File: src/rtl/hsv_pixel_sequencer_pkg.sv
// Shared definitions for the HSV pixel sequencer and its threshold classifier.
package hsv_pixel_sequencer_pkg;

  // Sequencer states, one pixel per trip round the loop.
  typedef enum logic [2:0] {
    ST_IDLE  = 3'd0,
    ST_ISSUE = 3'd1,
    ST_GUARD = 3'd2,
    ST_WAIT  = 3'd3,
    ST_EMIT  = 3'd4
  } state_e;

  // Camera pixel layout: {x, r[4:0], g[4:0], b[4:0]}.
  localparam int unsigned PIX_W          = 16;
  localparam int unsigned PIX_B_LSB      = 0;
  localparam int unsigned PIX_G_LSB      = 5;
  localparam int unsigned PIX_R_LSB      = 10;
  localparam int unsigned PIX_CH_W       = 5;
  localparam int unsigned PIX_UNUSED_BIT = 15;

  // Default thresholds: a red window wrapping through hue 0.
  localparam logic [8:0] DEF_HUE_LO  = 9'd340;
  localparam logic [8:0] DEF_HUE_HI  = 9'd20;
  localparam logic [4:0] DEF_SAT_MIN = 5'd8;
  localparam logic [4:0] DEF_VAL_MIN = 5'd8;

  // Threshold set, latched once per frame.
  typedef struct packed {
    logic [8:0] hue_lo;
    logic [8:0] hue_hi;
    logic [4:0] sat_min;
    logic [4:0] val_min;
  } hsv_cfg_t;

  // Inclusive hue window; lo > hi means the window wraps through 0.
  function automatic logic hue_in_window(input logic [8:0] hue,
                                         input logic [8:0] lo,
                                         input logic [8:0] hi);
    if (lo <= hi) return (hue >= lo) && (hue <= hi);
    else          return (hue >= lo) || (hue <= hi);
  endfunction

endpackage

File: src/rtl/hsv_threshold.sv
// Combinational HSV classifier: hue window plus saturation/value floors.
module hsv_threshold
  import hsv_pixel_sequencer_pkg::*;
(
  input  logic [8:0] hue_i,
  input  logic [4:0] sat_i,
  input  logic [4:0] val_i,
  input  logic       hue_invalid_i,
  input  hsv_cfg_t   cfg_i,
  output logic       hit_o
);

  // Ball pixel when chromatic, saturated and bright enough, and inside the window.
  // NOTE: hit_o is assigned on every path through always_comb, so no latch is inferred.
  always_comb begin
    hit_o = !hue_invalid_i
            && (sat_i >= cfg_i.sat_min)
            && (val_i >= cfg_i.val_min)
            && hue_in_window(hue_i, cfg_i.hue_lo, cfg_i.hue_hi);
  end

endmodule

File: src/rtl/hsv_pixel_sequencer.sv
// Walks camera pixels one at a time through a shared rgb2hsv converter,
// classifies each result and emits a coordinate-tagged ball mask.
module hsv_pixel_sequencer
  import hsv_pixel_sequencer_pkg::*;
#(
  parameter int unsigned XW      = 10,
  parameter int unsigned YW      = 9,
  parameter int unsigned TIMEOUT = 32,
  parameter int unsigned CNTW    = 19
) (
  input  logic            clk,
  input  logic            res,
  input  logic            pix_valid,
  output logic            pix_ready,
  input  logic [15:0]     pix_data,
  input  logic            pix_sof,
  input  logic            pix_eol,
  input  logic [8:0]      cfg_hue_lo,
  input  logic [8:0]      cfg_hue_hi,
  input  logic [4:0]      cfg_sat_min,
  input  logic [4:0]      cfg_val_min,
  output logic            cv_read,
  output logic [15:0]     cv_data,
  input  logic            cv_done,
  input  logic [8:0]      cv_hue,
  input  logic [4:0]      cv_sat,
  input  logic [4:0]      cv_val,
  input  logic            cv_hue_invalid,
  output logic            mask_valid,
  output logic            mask,
  output logic [XW-1:0]   mask_x,
  output logic [YW-1:0]   mask_y,
  output logic [CNTW-1:0] frame_hits,
  output logic            timeout_err
);

  localparam int unsigned TW = $clog2(TIMEOUT) + 1;
  localparam logic [PIX_W-1:0] PIX_KEEP = ~(PIX_W'(1) << PIX_UNUSED_BIT);

  state_e          state_q;
  hsv_cfg_t        cfg_q;
  logic            eol_q;
  logic [XW-1:0]   x_q;
  logic [YW-1:0]   y_q;
  logic [CNTW-1:0] hit_q;
  logic [TW-1:0]   tcnt_q;
  logic            pix_ready_q, cv_read_q, mask_valid_q, mask_q, timeout_err_q;
  logic [15:0]     cv_data_q;
  logic [XW-1:0]   mask_x_q;
  logic [YW-1:0]   mask_y_q;
  logic [CNTW-1:0] frame_hits_q;
  logic            thr_hit;

  // The converter result is classified as it arrives; the decision is
  // registered on entry to EMIT instead of storing hue/sat/val.
  hsv_threshold u_threshold (
    .hue_i         (cv_hue),
    .sat_i         (cv_sat),
    .val_i         (cv_val),
    .hue_invalid_i (cv_hue_invalid),
    .cfg_i         (cfg_q),
    .hit_o         (thr_hit)
  );

  // Sequencer FSM with registered handshake, result and statistics outputs.
  // NOTE: all state here uses non-blocking assignments so every register sees pre-edge values.
  always_ff @(posedge clk or negedge res) begin
    if (!res) begin
      state_q       <= ST_IDLE;
      cfg_q         <= '0;
      eol_q         <= 1'b0;
      x_q           <= '0;
      y_q           <= '0;
      hit_q         <= '0;
      tcnt_q        <= '0;
      pix_ready_q   <= 1'b0;
      cv_read_q     <= 1'b0;
      cv_data_q     <= '0;
      mask_valid_q  <= 1'b0;
      mask_q        <= 1'b0;
      mask_x_q      <= '0;
      mask_y_q      <= '0;
      frame_hits_q  <= '0;
      timeout_err_q <= 1'b0;
    end else begin
      cv_read_q    <= 1'b0;
      mask_valid_q <= 1'b0;
      unique case (state_q)
        ST_IDLE: begin
          pix_ready_q <= 1'b1;
          if (pix_ready_q && pix_valid) begin
            pix_ready_q <= 1'b0;
            cv_data_q   <= pix_data & PIX_KEEP;
            eol_q       <= pix_eol;
            cv_read_q   <= 1'b1;
            state_q     <= ST_ISSUE;
            if (pix_sof) begin
              x_q          <= '0;
              y_q          <= '0;
              cfg_q        <= '{hue_lo: cfg_hue_lo, hue_hi: cfg_hue_hi,
                                sat_min: cfg_sat_min, val_min: cfg_val_min};
              frame_hits_q <= hit_q;
              hit_q        <= '0;
            end
          end
        end
        ST_ISSUE: state_q <= ST_GUARD;
        ST_GUARD: begin
          // Converter may still show the previous done here; skip it.
          tcnt_q  <= '0;
          state_q <= ST_WAIT;
        end
        ST_WAIT: begin
          if (cv_done) begin
            mask_q       <= thr_hit;
            mask_valid_q <= 1'b1;
            mask_x_q     <= x_q;
            mask_y_q     <= y_q;
            state_q      <= ST_EMIT;
          end else if (tcnt_q == TW'(TIMEOUT - 1)) begin
            timeout_err_q <= 1'b1;
            mask_q        <= 1'b0;
            mask_valid_q  <= 1'b1;
            mask_x_q      <= x_q;
            mask_y_q      <= y_q;
            state_q       <= ST_EMIT;
          end else begin
            tcnt_q <= tcnt_q + 1'b1;
          end
        end
        ST_EMIT: begin
          if (mask_q && (hit_q != '1)) hit_q <= hit_q + 1'b1;
          if (eol_q) begin
            x_q <= '0;
            y_q <= y_q + 1'b1;
          end else begin
            x_q <= x_q + 1'b1;
          end
          pix_ready_q <= 1'b1;
          state_q     <= ST_IDLE;
        end
        default: state_q <= ST_IDLE;
      endcase
    end
  end

  assign pix_ready   = pix_ready_q;
  assign cv_read     = cv_read_q;
  assign cv_data     = cv_data_q;
  assign mask_valid  = mask_valid_q;
  assign mask        = mask_q;
  assign mask_x      = mask_x_q;
  assign mask_y      = mask_y_q;
  assign frame_hits  = frame_hits_q;
  assign timeout_err = timeout_err_q;

endmodule

File: config.mk
export PLATFORM = sky130hd
export DESIGN_NAME = hsv_pixel_sequencer
export DESIGN_NICKNAME = d
export VERILOG_FILES = /design/src/rtl/hsv_pixel_sequencer_pkg.sv /design/src/rtl/hsv_threshold.sv /design/src/rtl/hsv_pixel_sequencer.sv
export SDC_FILE = /design/constraint.sdc
export NUM_CORES = 1
export LEC_CHECK = 0
export ABC_CLOCK_PERIOD_IN_PS = 4950
export CELL_PAD_IN_SITES_DETAIL_PLACEMENT = 1
export CELL_PAD_IN_SITES_GLOBAL_PLACEMENT = 2
export CORE_MARGIN = 2
export CORE_UTILIZATION = 35
export DETAILED_ROUTE_END_ITERATION = 10
export PLACE_DENSITY = 0.84
export RECOVER_POWER = 50
export SLEW_MARGIN = 40
export SYNTH_ARGS = -nofsm -noshare
export SYNTH_HDL_FRONTEND = slang
export SYNTH_SLANG_ARGS = --single-unit
File: constraint.sdc
create_clock -name clk -period 4.95 [get_ports clk]
set_input_delay 1.2375 -clock clk [delete_from_list [all_inputs] [get_ports clk]]
set_output_delay 1.2375 -clock clk [all_outputs]
set_load 0.01 [all_outputs]
### Word-level counts from Yosys, hierarchy flattened

Index checks and enable logic that the tools add are counted.

* input port bits: 70
* word-level logic and storage cells: 96
* output and inout bits: 59
* flip-flop bits (word level): 134

* muxes and demuxes: 33
* reduce and logical (&&, ||, !) cells: 21
* eq/ne operators: 13
* order comparisons: 5
* bitwise gates (word level): 1
* $add $sub $neg: 4

Operators by type and width (number)
* $mux W19: 3
* $mux W10: 5
* $mux W9: 5
* $pmux W19 S2: 1
* $pmux W10 S2: 1
* $add A19 B1 Y19 const B: 1
* $ne A19 B19 Y1 const B: 1
* $le A9 B9 Y1: 2
* $pmux W9 S2: 1
* $mux W6: 2
* $ne A2 B2 Y1 const B: 6
* $pmux W3 S4: 1
* $pmux W6 S2: 1
* $reduce_and A3 Y1: 4
* $add A10 B1 Y10 const B: 1
* $ge A5 B5 Y1: 2
* $add A9 B1 Y9 const B: 1
* $ge A9 B9 Y1: 1
* $mux W1: 9
* $mux W3: 3
* $reduce_and A4 Y1: 2
* $add A6 B1 Y6 const B: 1
* $eq A3 B2 Y1 const B: 2
* $eq A6 B5 Y1 const B: 1
* other kinds (11): 20

### Logic depth before layout (Yosys ltp)

Gate-level depths: netlist (run 1).

* depth after elaboration: 5
* gate-level depth with buffers: 8
* depth with buffers taken out: 8

### Modules after synthesis

From an unflattened synthesis (run 1), not the netlist that was laid out.

* cells, all modules: 681
* area total of the unflattened synthesis: 6722.7 um^2

Modules (own cells, without submodules)
* hsv_pixel_sequencer: instances 1, area each 5841.9 um^2, cells each 566, seq. area each 3353.2 um^2
* hsv_threshold: instances 1, area each 880.8 um^2, cells each 115, seq. area each 0.0 um^2

### Least setup slack after synthesis (run 1)

No wires, ideal clock.

* path kind: input to register
* start point: input cv_hue[0]
* end point: register mask_q, in the netlist mask
* path slack: 2.305 ns
* path buffers: 0
* required time: 4.822 ns
* arrival: 2.517 ns
* library setup time: 0.128 ns
* stages: 8
* cell sequence: inv_1 > ha_1 > nand2b_1 > a2111oi_0 > o21bai_1 > a21oi_1 > maj3_1 > o31ai_1

* word-level cells in the longest chain between the ends: 5
* elaborated cells between the ends (all ways): 7
* classes of those cells: order compare: 2; mux: 2; reduce/logical: 3

Ends and longest elaborated chain
* from (decl): line hsv_pixel_sequencer.sv:25 `input logic [8:0] cv_hue,`
* $ge A9 B9 Y1 or $le A9 B9 Y1 (tied branches): line hsv_pixel_sequencer_pkg.sv:39, hsv_pixel_sequencer_pkg.sv:40
* $logic_or A1 B1 Y1 or $logic_and A1 B1 Y1 (tied branches): line hsv_pixel_sequencer_pkg.sv:40, hsv_pixel_sequencer_pkg.sv:39
* $mux W1 *: line hsv_pixel_sequencer_pkg.sv:39 `if (lo <= hi) return (hue >= lo) && (hue <= hi);`
* $logic_and A1 B1 Y1 *: line hsv_threshold.sv:19 `&& hue_in_window(hue_i, cfg_i.hue_lo, cfg_i.hue_hi);`
* $mux W1 *: line hsv_pixel_sequencer.sv:114 `if (cv_done) begin`
* to (signal assigned): line hsv_pixel_sequencer.sv:115 `mask_q <= thr_hit;`
* to (decl): line hsv_pixel_sequencer.sv:47 `logic pix_ready_q, cv_read_q, mask_valid_q, mask_q, timeout_err_q;`

Every way passes the cells marked *; elsewhere a longest branch is shown, timed or not.
A chain may end at the register's enable or synchronous reset.

### Worst setup path after layout (run 1)

* start point: input pix_valid
* end point: register cfg_q[21] (netlist bit)

* word-level cells in the longest chain between the ends: 2

Ends and longest elaborated chain
* from (decl): line hsv_pixel_sequencer.sv:13 `input logic pix_valid,`
* $logic_and A1 B1 Y1: line hsv_pixel_sequencer.sv:91 `if (pix_ready_q && pix_valid) begin`
* $reduce_and A3 Y1 (no line)
* to (signal assigned): line hsv_pixel_sequencer.sv:100 `cfg_q <= '{hue_lo: cfg_hue_lo, hue_hi: cfg_hue_hi,`
* to (decl): line hsv_pixel_sequencer.sv:41 `hsv_cfg_t cfg_q;`

No other way between the ends.

==> impl_metrics.ini, run 1 <==
[outcome]
status = complete, but fails checks
violations = max-capacitance violations, max-slew violations

[detailed_routing]
wl_per_cell_um = 15.6
vias_per_cell = 5.01
drc = 0
routed_wl_um = 15800
drt_iter0_drc = 111
first_pass_iters = 4
vias = 5053
postRouteAntennaNets = 0

[logic_synthesis]
syn-num-nets = 748
ys_warn_count = 0
synth_edf_count = 0
synth_top_area_cell = dfrtp_1
ys.flop_type = dfrtp_1
ys_types = 51
yosys-top-cells-count = dfrtp_1, nand2_1, nor2_1, o21ai_0, ha_1
syn_inst = 637
syn-cell-area_sq_um = 6440
synth_top_area_share_pct = 52.1
synth.most_common_cell = dfrtp_1
synth-seq-area-share_pct = 52.1
async_reset_ff_share_pct = 100
netlist_top_cells_area = dfrtp_1, ha_1, nand2_1, mux2_2, o21ai_0
synth_seq_cells = 134
syn_area_per_cell_sq_um = 10.1

[global_routing]
use_met2_pct = 29.1
met3_usage_pct = 6.09
grt_max_degree = 107
grt_overflow_total = 0
grt_pass1_vias = 5441
gr-max-usage-layer = met2
antenna_found_initial = 1
track_usage_pct = 17.1
grtUsageMet1_pct = 20.5
grt_pass1_wl_um = 27000

[run]
maxCapViolCount = 1

[worst_setup_path]
setup.worst_path.start = pix_valid
cp_max_fo = 53
cp-start-kind = input port
rr_startpoint = state_q[1]
critPathMaxStageDelay_ns = 0.79
rrSetupSlack_ns = 1.83
worstReg2RegEnd = cfg_q[21]
worstRegToRegCells = 6
cp_cell_sequence = dlygate4sd3_1 -> nand2_1 -> nor3_2 -> clkbuf_1 -> and2_2 -> buf_12 -> o21ai_0
critical_path_class = input port to register
cp-end-kind = register
crit_family = buffers and inverters
critical_path_required_ns = 5.23
cp_slowest_cell = clkbuf_1
cp_num_buf_inv = 3
arrival_ns = 4.03

[pwr]
swShare_pct = 33.7
seqPwrFrac_pct = 38.8
powerDensity_nw_per_um2 = 571
p_switching_mw = 1.65
power_frac_comb_pct = 34.1
internal_power_mw = 3.25
power_mw = 4.90
peakVddDrop_mv = 0.263
clockPowerShare_pct = 27.1
power.leakage_nw = 3.90

[sta]
hold_viol = 0
period_share_pct = 75.8
slew_viol_final = 41
worst_slack_ns = 1.20
tns_ns = 0
finClkSkew_ns = 0.0129
setup_viol = 0
fmax_ghz = 0.266
slew_headroom_pct = -43.0
hold_slack_ns = 0.469
fin_crit_ns = 3.75
rsz0062_at_grt = false
worst_slew_pin_slew_ns = 2.15

[layout]
fin_cells = 1008
fin_nets = 877
drive_gt1_share_pct = 10.7
synthToLayoutAreaGrowth_pct = 33.2

[clock_network]
postCtsSetupBuffers = 0
hold_buffers = 0
cts_tree = done
insertion_delay_ns = 0.43
cts_buffers = 17
clock_path_buffers = 2
cts.clk_slew.worst_paths_ns = 0.05
clock-sinks = 134
cts_resized = 0
root_buffer = clkbuf_16
cts.htree.levels = 4

[placed_design]
place_inst = 975
port_buffers = 126
place_ws_ns = 1.42
dp_hpwl_um = 11300
gp_congestion = 0.780

[floorplan]
io_pins = 129
rows = 49
die_width_um = 140
die_h_um = 140
core_area_sq_um = 18000
die_area_sq_um = 19500
initial_utilization_pct = 35.7

[hold_path]
hp-start = frame_hits[10]
hold_class = register to register
min_to = frame_hits[10]
hold_depth = 2
-- per-layer routing --
layer / wire [um] / vias to the layer above
met5: 0 / -
met2: 7820 / 103
met3: 977 / 18
li1: - / 2432
met4: 162 / 0
met1: 6790 / 2500
-- worst max path at each step --
stage / slack, ns / cells after the start / to
2_1_floorplan: 2.30 / 8 / mask
3_3_place_gp: 1.48 / 7 / cfg_q[23]
3_5_place_dp: 1.42 / 7 / cfg_q[21]
4_1_cts: 1.86 / 7 / cfg_q[21]
5_1_grt: 0.93 / 8 / cfg_q[21]
6_report: 1.20 / 7 / cfg_q[21]
-- layout make-up --
| class | instances | area, sq um |
|---|---|---|
| sequential | 134 | 3350 |
| clock buffer | 21 | 480 |
| inverter | 33 | 124 |
| antenna | 1 | 2.50 |
| timing repair buffer | 131 | 1310 |
| clock inverter | 10 | 145 |
| tap | 229 | 287 |
| multi-input combinational | 449 | 2880 |
| fill | 2014 | 9450 |
-- logic make-up after synthesis --
family	Yosys count	synth area share [%]
simple gates	246	17.3
flops	134	52.1
compound gates	100	9.54
buf+inv	54	3.36
fa+ha+maj	42	8.12
mux	37	6.45
xor+xnor	23	3.13
other cells	1	0.0582
-- flip-flops by register name, summed over array words and instances, names as in the netlist, 3 cells and up --
name        flops
cfg_q          28
frame_hits     19
hit_q          19
cv_data        15
mask_x         10
x_q            10
mask_y          9
y_q             9
tcnt_q          6
state_q         3
-- tightest hold or removal path: stages, from the launching register on --
cell and delay (ns):
dfrtp_1 0.33, nand2_1 0.05, nand2_1 0.05
-- power by group through the flow --
stage | Sequential [mW] | Clock [mW] | Combinational, mW
global placement | 1.89 | 0 | 1.61
global route | 1.98 | 1.42 | 1.89
detailed placement | 1.92 | 0 | 1.69
CTS | 1.91 | 1.36 | 1.71
floorplan | 1.90 | 0 | 0.890
finish | 1.90 | 1.33 | 1.67
-- layout by cell type (no fill, tap or decap), drive strengths merged, types with 2 or more instances in the layout --
master         count
dlygate4sd3        2
nor2              47
and4               3
nand3             22
a211oi             3
nand4             11
clkinvlp           2
o21ai             55
buf                3
or2                3
ha                41
mux2              36
o21bai             2
a21oi             19
nor2b              2
a21o               2
o31ai              2
clkinv             4
xor2              15
nor3               6
inv               34
a2111oi            3
and3              11
a31oi              5
a22o               3
nand2b             5
clkbuf            24
nand2            124
bufinv             3
clkdlybuf4s50    123
dfrtp            134
xnor2              8
and2               9
-- per-stage QoR --
step | instance area (sq um) | utilization, %
final | 8580 | 47.6
after floorplan | 6440 | -
after CTS | 8580 | 47.6
after global routing | 8580 | 47.6
after global placement | 7950 | 44.1
after detailed placement | 7950 | 44.1
Note: power is estimated with default switching activity, not from simulation.
==> inputs of run 2 (changes only) <==
--- a/config.mk
+++ b/config.mk
@@ -5,13 +5,13 @@
 export SDC_FILE = /design/constraint.sdc
 export NUM_CORES = 1
 export LEC_CHECK = 0
-export ABC_CLOCK_PERIOD_IN_PS = 4950
+export ABC_CLOCK_PERIOD_IN_PS = 3100
 export CELL_PAD_IN_SITES_DETAIL_PLACEMENT = 1
 export CELL_PAD_IN_SITES_GLOBAL_PLACEMENT = 2
 export CORE_MARGIN = 2
-export CORE_UTILIZATION = 35
+export CORE_UTILIZATION = 29
 export DETAILED_ROUTE_END_ITERATION = 10
-export PLACE_DENSITY = 0.84
+export PLACE_DENSITY = 0.74
 export RECOVER_POWER = 50
 export SLEW_MARGIN = 40
 export SYNTH_ARGS = -nofsm -noshare
==> constraint.sdc (replaced) <==
create_clock -name clk -period 3.1 [get_ports clk]
set_input_delay 0.775 -clock clk [delete_from_list [all_inputs] [get_ports clk]]
set_output_delay 0.775 -clock clk [all_outputs]
set_load 0.01 [all_outputs]
==> run 2 against run 1 <==
Against the previous run:
- the flow still finishes with violations (max-capacitance violations, max-slew violations)
- critical endpoint is now hit_q[2]
- largest power group unchanged
- first-iteration DRC count increased by 68%
- critical path type unchanged
- worst hold slack improved by 0.0020 ns
- sequential cell count is the same
- clock-buffer cell count down 1
==> impl_metrics.ini, run 2 (synthesis gave the netlist of run 1 again) <==
[layout]
largest_register_ffs = 28
drive_gt1_share_pct = 10.7
synthToLayoutAreaGrowth_pct = 33.6
fin_nets = 881
mostFrequentLayoutCell = dfrtp_1
final_cell_mix = dfrtp_1, nand2_1, clkdlybuf4s50_1
finalInstanceArea_sq_um = 8600
regMostFlops = cfg_q

[sta]
fmax_ghz = 0.380
tns_ns = 0
worst_slack_ns = 0.467
slew_headroom_pct = -12.5
fin_crit_ns = 2.63
finClkSkew_ns = 0.0101
rsz0062_at_grt = false
slew_viol_final = 67
period_share_pct = 84.9
setup_viol = 0
worst_slew_pin_slew_ns = 1.69
hold_viol = 0

[detailed_routing]
routed_wl_um = 16400
first_pass_iters = 4
vias = 5037
postRouteAntennaNets = 0
vias_per_cell = 4.73
wl_per_cell_um = 15.4
drt_iter0_drc = 187
drc = 0

[clock_network]
cts_buffers = 17
clock-sinks = 134
cts.clk_slew.worst_paths_ns = 0.06
cts_resized = 0
insertion_delay_ns = 0.42
cts_tree = done
clock_path_buffers = 2
root_buffer = clkbuf_16
hold_buffers = 0
postCtsSetupBuffers = 0
cts.htree.levels = 4

[global_routing]
grt_pass1_vias = 5564
antenna_found_initial = 3
grt_max_degree = 67
grt_pass1_wl_um = 27900
track_usage_pct = 14.6
grt_overflow_total = 0

[pwr]
p_switching_mw = 2.66
power_mw = 7.72
powerDensity_nw_per_um2 = 897
power_frac_comb_pct = 34.6
clockPowerShare_pct = 26.2
swShare_pct = 34.5
peakVddDrop_mv = 0.394
seqPwrFrac_pct = 39.3
power.leakage_nw = 3.89
internal_power_mw = 5.06

[worst_setup_path]
critical_path_required_ns = 3.39
critical_path_class = input port to register
cp-end-kind = register
arrival_ns = 2.93
cp_max_fo = 26
cp-start-kind = input port

[placed_design]
dp_hpwl_um = 12000
gp_congestion = 0.809
place_ws_ns = 0.101
port_buffers = 126
dpl_cell_area_sq_um = 8040

[run]
maxCapViolCount = 1

[outcome]
status = complete, but fails checks
violations = max-capacitance violations, max-slew violations

[floorplan]
die_width_um = 153
core_area_sq_um = 21800
rows = 54
io_pins = 129
initial_utilization_pct = 29.5
die_h_um = 153
die_area_sq_um = 23400

[hold_path]
hold_class = register to register
[run 2: critical path: stages]
cell           delay [ns]
dlygate4sd3_1        0.55
nand2_1              0.08
nor3_1               0.18
clkbuf_1             0.75
nand2_1              0.11
buf_4                0.27
nand3_1              0.11
o21ai_0              0.08
[run 2: layout make-up]
cell class                      instances  area, sq um
Sequential cell                       134         3350
Tap cell                              280          350
Inverter                               33          124
Multi-Input combinational cell        449         2870
Clock inverter                         12          145
Fill cell                            2446        13200
Timing Repair Buffer                  135         1310
Antenna cell                            3         7.51
Clock buffer                           20          447
[run 2: power by group through the flow]
stage          Combinational (mW)  Sequential [mW]  Clock [mW]
2_1_floorplan                1.42             3.04           0
3_3_place_gp                 2.60             3.03           0
3_5_place_dp                 2.71             3.07           0
4_1_cts                      2.75             3.05        2.09
5_1_grt                      3.03             3.15        2.16
6_report                     2.67             3.03        2.02
[run 2: metrics by stage]
stage | hold WS [ns] | instances | utilization (%)
5_1_grt | 0.495 | 1066 | 39.4
4_1_cts | 0.350 | 1063 | 39.5
2_1_floorplan | 0.445 | 637 | -
3_5_place_dp | 0.464 | 1031 | 36.8
3_3_place_gp | 0.464 | 1031 | 36.8
6_report | 0.471 | 1066 | 39.4
[run 2: per-layer routing]
metal	share of wire, %	up-vias	track usage (%)	routed length (um)
met2	48	101	24.7	7940
met5	0	-	0	0
met3	5.3	16	4.42	868
li1	-	2442	-	-
met4	1.4	0	4.59	225
met1	45	2478	17.9	7370
[run 2: path summary, 6_finish.rpt]
check / slack [ns] / end / start / cells past startpoint
max: 0.47 / hit_q[2] / pix_valid / 8
min: 0.47 / frame_hits[9] / frame_hits[9] / 2
max reg2reg: 0.69 / hit_q[2] / state_q[1] / 7
min reg2reg: 0.47 / frame_hits[9] / frame_hits[9] / 2
max in group asynchronous: 0.75 / cfg_q[27] / res / 2
min in group asynchronous: 0.76 / mask_x[3] / res / 1
